--- src/rtl/barrel_pkg.sv ---
// Shared types and constants for the barrel shift sequencer and its shifter.
package barrel_pkg;

  localparam int DATA_W  = 32;
  localparam int SHAMT_W = 5;
  localparam logic DIR_RIGHT = 1'b1;
  localparam logic DIR_LEFT  = 1'b0;

  typedef struct packed {
    logic [DATA_W-1:0]  data;
    logic               dir;
    logic [SHAMT_W-1:0] shamt;
  } shift_cmd_t;

  function automatic logic [DATA_W-1:0] bit_reverse(input logic [DATA_W-1:0] v);
    logic [DATA_W-1:0] r;
    r = '0;
    for (int i = 0; i < DATA_W; i++) r[i] = v[DATA_W-1-i];
    return r;
  endfunction

endpackage

--- src/rtl/Right_barrel.sv ---
// Combinational 32-bit logical barrel shifter, zero fill; direction 1 = right.
import barrel_pkg::*;

module Right_barrel (
  input  logic [DATA_W-1:0]  data,
  input  logic               direction,
  input  logic [SHAMT_W-1:0] shift,
  output logic [DATA_W-1:0]  result
);

  // Left shifts reuse the right-shift core by mirroring the word around it.
  logic [DATA_W-1:0] pre;
  logic [DATA_W-1:0] shifted;

  assign pre     = (direction == DIR_RIGHT) ? data : bit_reverse(data);
  assign shifted = pre >> shift;
  assign result  = (direction == DIR_RIGHT) ? shifted : bit_reverse(shifted);

endmodule

--- src/rtl/shift_cmd_fifo.sv ---
// Synchronous FIFO of shift commands; head is the entry at the read pointer.
import barrel_pkg::*;

module shift_cmd_fifo #(
  parameter int DEPTH = 4
) (
  input  logic                     clk,
  input  logic                     rst,
  input  logic                     push,
  input  shift_cmd_t               push_cmd,
  input  logic                     pop,
  output logic                     full,
  output logic                     empty,
  output logic [$clog2(DEPTH):0]   level,
  output shift_cmd_t               head
);

  localparam int PTR_W = $clog2(DEPTH);
  localparam int LVL_W = PTR_W + 1;

  shift_cmd_t       mem [DEPTH];
  logic [PTR_W-1:0] wr_ptr;
  logic [PTR_W-1:0] rd_ptr;

  assign full  = (level == LVL_W'(DEPTH));
  assign empty = (level == '0);
  assign head  = mem[rd_ptr];

  // Storage is left unreset; out_valid gating keeps stale entries invisible.
  always_ff @(posedge clk) begin
    if (push) mem[wr_ptr] <= push_cmd;
  end

  always_ff @(posedge clk) begin
    if (rst) begin
      wr_ptr <= '0;
      rd_ptr <= '0;
      level  <= '0;
    end else begin
      if (push) wr_ptr <= wr_ptr + PTR_W'(1);
      if (pop)  rd_ptr <= rd_ptr + PTR_W'(1);
      if (push && !pop)      level <= level + LVL_W'(1);
      else if (pop && !push) level <= level - LVL_W'(1);
    end
  end

endmodule

--- src/rtl/barrel_shift_sequencer.sv ---
// Command FIFO + Right_barrel + registered result stage with valid/ready on both sides.
import barrel_pkg::*;

module barrel_shift_sequencer #(
  parameter int DEPTH = 4,
  parameter int CNT_W = 16
) (
  input  logic                     clk,
  input  logic                     rst,
  input  logic                     in_valid,
  output logic                     in_ready,
  input  logic [DATA_W-1:0]        in_data,
  input  logic                     in_dir,
  input  logic [SHAMT_W-1:0]       in_shift,
  output logic                     out_valid,
  input  logic                     out_ready,
  output logic [DATA_W-1:0]        out_data,
  output logic [$clog2(DEPTH):0]   fifo_level,
  output logic [CNT_W-1:0]         result_cnt
);

  shift_cmd_t        push_cmd;
  shift_cmd_t        head;
  logic              full;
  logic              empty;
  logic              push;
  logic              load;
  logic              deliver;
  logic [DATA_W-1:0] shifted;

  assign push_cmd = '{data: in_data, dir: in_dir, shamt: in_shift};
  // in_ready comes only from registered level: no pass-through when full.
  assign in_ready = !full;
  assign push     = in_valid && in_ready;
  assign deliver  = out_valid && out_ready;
  assign load     = !empty && (!out_valid || out_ready);

  shift_cmd_fifo #(.DEPTH(DEPTH)) u_fifo (
    .clk      (clk),
    .rst      (rst),
    .push     (push),
    .push_cmd (push_cmd),
    .pop      (load),
    .full     (full),
    .empty    (empty),
    .level    (fifo_level),
    .head     (head)
  );

  Right_barrel u_shifter (
    .data      (head.data),
    .direction (head.dir),
    .shift     (head.shamt),
    .result    (shifted)
  );

  always_ff @(posedge clk) begin
    if (rst) begin
      out_valid  <= 1'b0;
      out_data   <= '0;
      result_cnt <= '0;
    end else begin
      if (load) begin
        out_data  <= shifted;
        out_valid <= 1'b1;
      end else if (deliver) begin
        out_valid <= 1'b0;
      end
      if (deliver) result_cnt <= result_cnt + CNT_W'(1);
    end
  end

endmodule

--- config.mk ---
export PLATFORM = sky130hd
export DESIGN_NAME = barrel_shift_sequencer
export DESIGN_NICKNAME = d
export VERILOG_FILES = /design/src/rtl/barrel_pkg.sv /design/src/rtl/Right_barrel.sv /design/src/rtl/shift_cmd_fifo.sv /design/src/rtl/barrel_shift_sequencer.sv
export SDC_FILE = /design/constraint.sdc
export NUM_CORES = 1
export LEC_CHECK = 0
export CAP_MARGIN = 0
export CELL_PAD_IN_SITES_DETAIL_PLACEMENT = 1
export CELL_PAD_IN_SITES_GLOBAL_PLACEMENT = 2
export CORE_MARGIN = 1.5
export CORE_UTILIZATION = 43
export CTS_BUF_LIST = sky130_fd_sc_hd__clkbuf_16
export DETAILED_ROUTE_END_ITERATION = 6
export GPL_ROUTABILITY_DRIVEN = 0
export PLACE_DENSITY = 0.81
export SLEW_MARGIN = 5
export SYNTH_ARGS = -nofsm -noshare
export SYNTH_HDL_FRONTEND = slang
export SYNTH_SLANG_ARGS = --single-unit
--- constraint.sdc ---
create_clock -name clk -period 9.3 [get_ports clk]
set_input_delay 1.86 -clock clk [delete_from_list [all_inputs] [get_ports clk]]
set_output_delay 1.86 -clock clk [all_outputs]
set_load 0.02 [all_outputs]
==> results of run 1 <==
## critical path, delay by kind of cell
family	cells	cell delay, ps
adders and majority gates	2	690
buffers and inverters	5	1680
xor gates and xnor gates	1	80
and+or+nand+nor	1	320
AOI/OAI and AO/OA	2	270
## state kept, by name, indices dropped and copies added (netlist names), named ones only
signal / flops
u_fifo.wr_ptr: 2
result_cnt: 16
u_fifo.level: 3
out_data: 32
out_valid: 1
u_fifo.rd_ptr: 2
u_fifo.mem: 152
## power by group through the flow
stage          logic (W)  clock network (W)  registers [W]
6_report         0.00253           0.000931        0.00122
5_1_grt          0.00268           0.000979        0.00123
4_1_cts          0.00248           0.000947        0.00122
3_5_place_dp     0.00247                  0        0.00124
3_3_place_gp     0.00243                  0        0.00123
2_1_floorplan    0.00164                  0        0.00129
## placed cells by master (no fill, tap or decap), types with 7 or more instances in the layout
master	instances
edfxtp_1	152
clkdlybuf4s50_1	94
nor2_1	80
nand2_1	76
mux2i_1	56
dfxtp_1	56
mux4_2	50
a21oi_1	38
o21ai_0	37
mux2_2	34
clkbuf_16	25
a31oi_1	14
nand3_1	13
a22oi_1	13
o211ai_1	13
xor2_1	13
inv_1	11
o22ai_1	10
nor3_1	9
nand2b_1	9
a32oi_1	8
nor2b_1	8
a22o_1	8
a211oi_1	8
o221ai_1	7
or3_1	7
o31ai_1	7
## final cells by class
class / instances / share of cell area (%)
Sequential cell: 210 / 45.0
Multi-Input combinational cell: 604 / 37.6
Timing Repair Buffer: 100 / 7.75
Tap cell: 324 / 3.19
Clock buffer: 25 / 4.92
Inverter: 8 / 0.236
Clock inverter: 20 / 1.23
## layer usage
layer / global-route usage [%] / wire, um / vias to the layer above
met2: 40.0 / 15000 / 262
met5: 0 / 0 / -
met4: 9.38 / 1100 / 0
met3: 3.03 / 1580 / 72
met1: 32.8 / 14000 / 4060
li1: - / - / 3595
## stage by stage
stage,setup slack [ps],cell area (sq um),hold slack (ps),util [%]
CTS,4910,12700,512,51.8
finish,4830,12700,502,51.8
detailed placement,4370,11900,491,48.6
global placement,4500,11900,479,48.6
global route,4660,12700,533,51.8
floorplan,5430,10800,485,-
## cells by family after synthesis
family                     synth area share [%]
AOI/OAI and AO/OA                          13.3
xor gates and xnor gates                   1.38
adders and majority gates                 0.879
buffers and inverters                      2.91
DFF                                        52.9
muxes                                      19.2
and+or+nand+nor                            9.43
## path summary, 6_finish.rpt
| path | to | from |
|---|---|---|
| hold reg to reg | out_data[10]$_SDFFE_PP0P_ | out_data[10]$_SDFFE_PP0P_ |
| setup reg to reg | out_data[18]$_SDFFE_PP0P_ | flip-flop |
| setup / recovery | u_fifo.level[2]$_SDFFE_PP0P_ | out_ready |
| hold / removal | out_data[10]$_SDFFE_PP0P_ | out_data[10]$_SDFFE_PP0P_ |
==> impl_metrics.toml, run 1 <==
[status]
status = "finished clean"

[timing]
fmax_ghz = 0.224
timing.max_slew.rel_slack_pct = 27.2
worstMarginPinSlew_ps = 1090
fin_crit_sh_pct = 48.0
tns_ps = 0
hold_viol = 0
clock_skew_ps = 16.6
rsz0062_at_grt = "no"
fin_crit_ps = 4470
setup_viol = 0
maxSlewViolCount = 0

[drt]
first_pass_iters = 6
viasPerCell = 6.19
wl_per_cell_um = 24.5
num_vias = 7989
first_iter_violations = 645
ant_nets = 0
wl_um = 31700
drc = 0

[synthesis]
ys_warn_count = 0
synth_top_area_share_pct = 42.2
synth_top_area_cell = "edfxtp_1"
ys_seq_elements = 210
yosysMostFrequentCell = "edfxtp_1"
ys_async_sr_fraction_pct = 0
syn-cell-area_sq_um = 10800
synth-edff-count = 152
synth_nets = 930
yosysSeqAreaShare_pct = 52.9
synth_top_flop_cell = "edfxtp_1"
netlist_top_cells_count = "edfxtp_1 (152), nor2_1 (80), nand2_1 (76), dfxtp_1 (58), mux2i_1 (56)"
post_synth_num_cell_types = 63
netlist_top_cells_area = "edfxtp_1 (42%), dfxtp_1 (11%), mux4_2 (10%)"
syn_area_per_cell_sq_um = 12.3
postSynthCellCount = 881

[flow_run]
max_cap_violations = 0

[pwr]
ir_drop_mv = 0.172
sw_frac_of_total_pct = 44.0
power_w = 0.00468
intPower_w = 0.00262
power_frac_comb_pct = 54.1
clkPwrFrac_pct = 19.9
leakagePower_nw = 4.28
powerDensity_nw_per_um2 = 368
seq_power_share_pct = 26.0
power.switching_w = 0.00206

[finish]
multi_input_area_sq_um = 4790
seq_area_sq_um = 5730
stdcell_count = 1291
synthToLayoutAreaGrowth_pct = 17.5
n_fill_cell = 2547
layout-drive-gt1-share_pct = 14.3
nNetsFinal = 998
n_antenna_cell = 0

[clock_network]
cts_buffers = 25
path_clk_slew_ps = 60
h-tree-depth = 1
hold_buffers = 0
clock_path_buffers = 3
cts_setup_buffers = 0
clockRootBuffer = "clkbuf_16"
cts_resized = 0
worstSkewPairLatency_ps = 520
cts_tree = "done"
clkSinkCount = 210

[worst_setup_path]
worstPathArrival_ps = 4910
crit_type = "input port to flip-flop"
crit_chain = "clkdlybuf4s50_1, inv_1, a21oi_2, buf_4, clkinv_1, ha_1, inv_1, fa_1, xor2_1, or3_1, a21oi_1"
cp.required_ps = 9750
cp-start-kind = "input port"
crit_path_max_incr_delay_ps = 730
r2r_cells = 9
reg2reg_slack_ps = 5000
slowest_stage = "clkinv_1"
cpMostUsedCell = "inv_1"
cp-end-kind = "flip-flop"
crit_fanout = 28

[placed_design]
dpl.cell_count = 1246
dp_hpwl_um = 21700
io_buffers = 94

[die]
rows = 57
dieArea_sq_um = 26100
core_sq_um = 24500
ios = 95
die_w_um = 162
start_util_pct = 44.1
chipHeight_um = 162

[min_path]
min_path_type = "flip-flop to flip-flop"
min_path_cells = 2

[grt]
grt_pass1_wl_um = 48900
antenna_found_initial = 0
grt_pass1_vias = 8423
grt_max_degree = 58
gr-total-overflow = 0
grtUsageTotal_pct = 24.2
Note: power is estimated with default switching activity, not from simulation.
==> run 2, diff against run 1 <==
Settings changed: CORE_UTILIZATION 43 to 40, PLACE_DENSITY 0.81 to 0.76.
Clock period 9.3 ns to 4.65 ns, I/O delays scaled along.
==> impl_metrics.toml, run 2 (same netlist as run 1, synthesis figures left out) <==
[die]
dieArea_sq_um = 28000
rows = 60
chipHeight_um = 167
ios = 95
start_util_pct = 40.5
core_sq_um = 26700
die_w_um = 167

[clock_network]
hold_buffers = 0
clock_path_buffers = 3
worstSkewPairLatency_ps = 510
cts_resized = 0
cts_buffers = 23
clockRootBuffer = "clkbuf_16"
cts_setup_buffers = 0
clkSinkCount = 210
cts_tree = "done"
h-tree-depth = 1
path_clk_slew_ps = 60

[grt]
grtUsageTotal_pct = 23.1
gr-total-overflow = 0
antenna_found_initial = 0
grt_max_degree = 45
grt_pass1_wl_um = 50100
grt_pass1_vias = 8073

[worst_setup_path]
worstPathArrival_ps = 4110
cp-end-kind = "flip-flop"
slowest_stage = "mux4_2"
crit_chain = "mux4_2, buf_12, mux4_2, a32oi_1, o21ai_1, o221ai_1, o22ai_1, a31o_1"
crit_family = "multiplexers"
cpMostUsedCell = "mux4_2"
crit_type = "flip-flop to flip-flop"
cp.required_ps = 5050
path_buf_inv = 1
crit_fanout = 31
cp-start-kind = "flip-flop"
crit_path_max_incr_delay_ps = 800

[timing]
fin_crit_sh_pct = 79.7
hold_viol = 0
worstMarginPinSlew_ps = 1040
rsz0062_at_grt = "no"
maxSlewViolCount = 0
timing.max_slew.rel_slack_pct = 30.7
setup_viol = 0
fin_crit_ps = 3710
fmax_ghz = 0.270
tns_ps = 0
clock_skew_ps = 16.6

[flow_run]
max_cap_violations = 0

[finish]
mostFrequentLayoutCells = "edfxtp_1 (152), clkdlybuf4s50_1 (93), nor2_1 (80)"
n_antenna_cell = 0
largest_reg_flops = 152
largestRegisters = "u_fifo.mem x152, out_data x32, result_cnt x16"
layout-drive-gt1-share_pct = 15.4
layout_commonest_cell = "edfxtp_1"
stdcell_count = 1319
final_area_sq_um = 12900
nNetsFinal = 1011
synthToLayoutAreaGrowth_pct = 19.0
top_register = "u_fifo.mem"

[drt]
drc = 0
num_vias = 7928
ant_nets = 0
wl_per_cell_um = 24.7
first_pass_iters = 5
first_iter_violations = 505
wl_um = 32500
viasPerCell = 6.01

[placed_design]
dp_hpwl_um = 23200
dpl.cell_count = 1278
io_buffers = 94
placed_cell_area_sq_um = 12100

[pwr]
powerDensity_nw_per_um2 = 742
leakagePower_nw = 4.34
ir_drop_mv = 0.367

[status]
status = "finished clean"

[min_path]
min_path_type = "flip-flop to flip-flop"
run 2: changes by cell type in the layout (fill, tap and decap cells not counted), moves of 3 or more:
| cell | before | now |
|---|---|---|
| buf_4 | 6 | 20 |
| bufinv_16 | 2 | 5 |
| clkinv_2 | 4 | 1 |
| inv_1 | 11 | 8 |
| inv_6 | 3 | 0 |
run 2: cell type report:
cell class / count / area, sq um
sequential: 210 / 5730
tap: 341 / 427
fill: 2780 / 13900
timing repair buffer: 115 / 1110
inverter: 8 / 30.0
clock inverter: 18 / 219
multi-input combinational: 604 / 4790
clock buffer: 23 / 576
run 2: path summary, 6_finish.rpt:
check	depth (start not counted)	end	start	slack, ps
setup / recovery	8	out_data[12]$_SDFFE_PP0P_	flip-flop	940
hold / removal	2	out_data[10]$_SDFFE_PP0P_	out_data[10]$_SDFFE_PP0P_	480
setup reg to reg	8	out_data[12]$_SDFFE_PP0P_	flip-flop	940
hold reg to reg	2	out_data[10]$_SDFFE_PP0P_	out_data[10]$_SDFFE_PP0P_	480
run 2: metrics by stage:
| step | total power, W | setup slack, ps | util [%] | hold slack (ps) |
|---|---|---|---|---|
| after floorplan | 0.00586 | 1700 | - | 485 |
| after global placement | 0.00756 | 953 | 45.2 | 459 |
| after detailed placement | 0.00758 | 923 | 45.2 | 462 |
| after CTS | 0.00954 | 936 | 48.2 | 482 |
| after global routing | 0.0100 | 777 | 48.2 | 529 |
| final | 0.00955 | 943 | 48.2 | 484 |
run 2: power breakdown:
part           internal, W  leakage (nW)  switching [W]
Combinational      0.00194          2.08        0.00324
Clock              0.00118         0.391       0.000731
Sequential         0.00230          1.87       0.000169
Total              0.00542          4.34        0.00414
run 2: worst reg2reg max path, delay by kind of cell, from the launching register on:
kind / cells / cell delay (ps)
compound gates: 5 / 1310
buf+inv: 1 / 300
flops: 1 / 610
mux: 2 / 1390
run 2: metal layers:
| layer | vias to the layer above | wire length (um) | global-route usage (%) | share of wire (%) |
|---|---|---|---|---|
| li1 | 3610 | - | - | - |
| met1 | 4028 | 14700 | 32.2 | 45 |
| met2 | 245 | 15400 | 38.1 | 47 |
| met3 | 45 | 1650 | 3.07 | 5.1 |
| met4 | 0 | 736 | 6.31 | 2.3 |
| met5 | - | 0 | 0 | 0 |
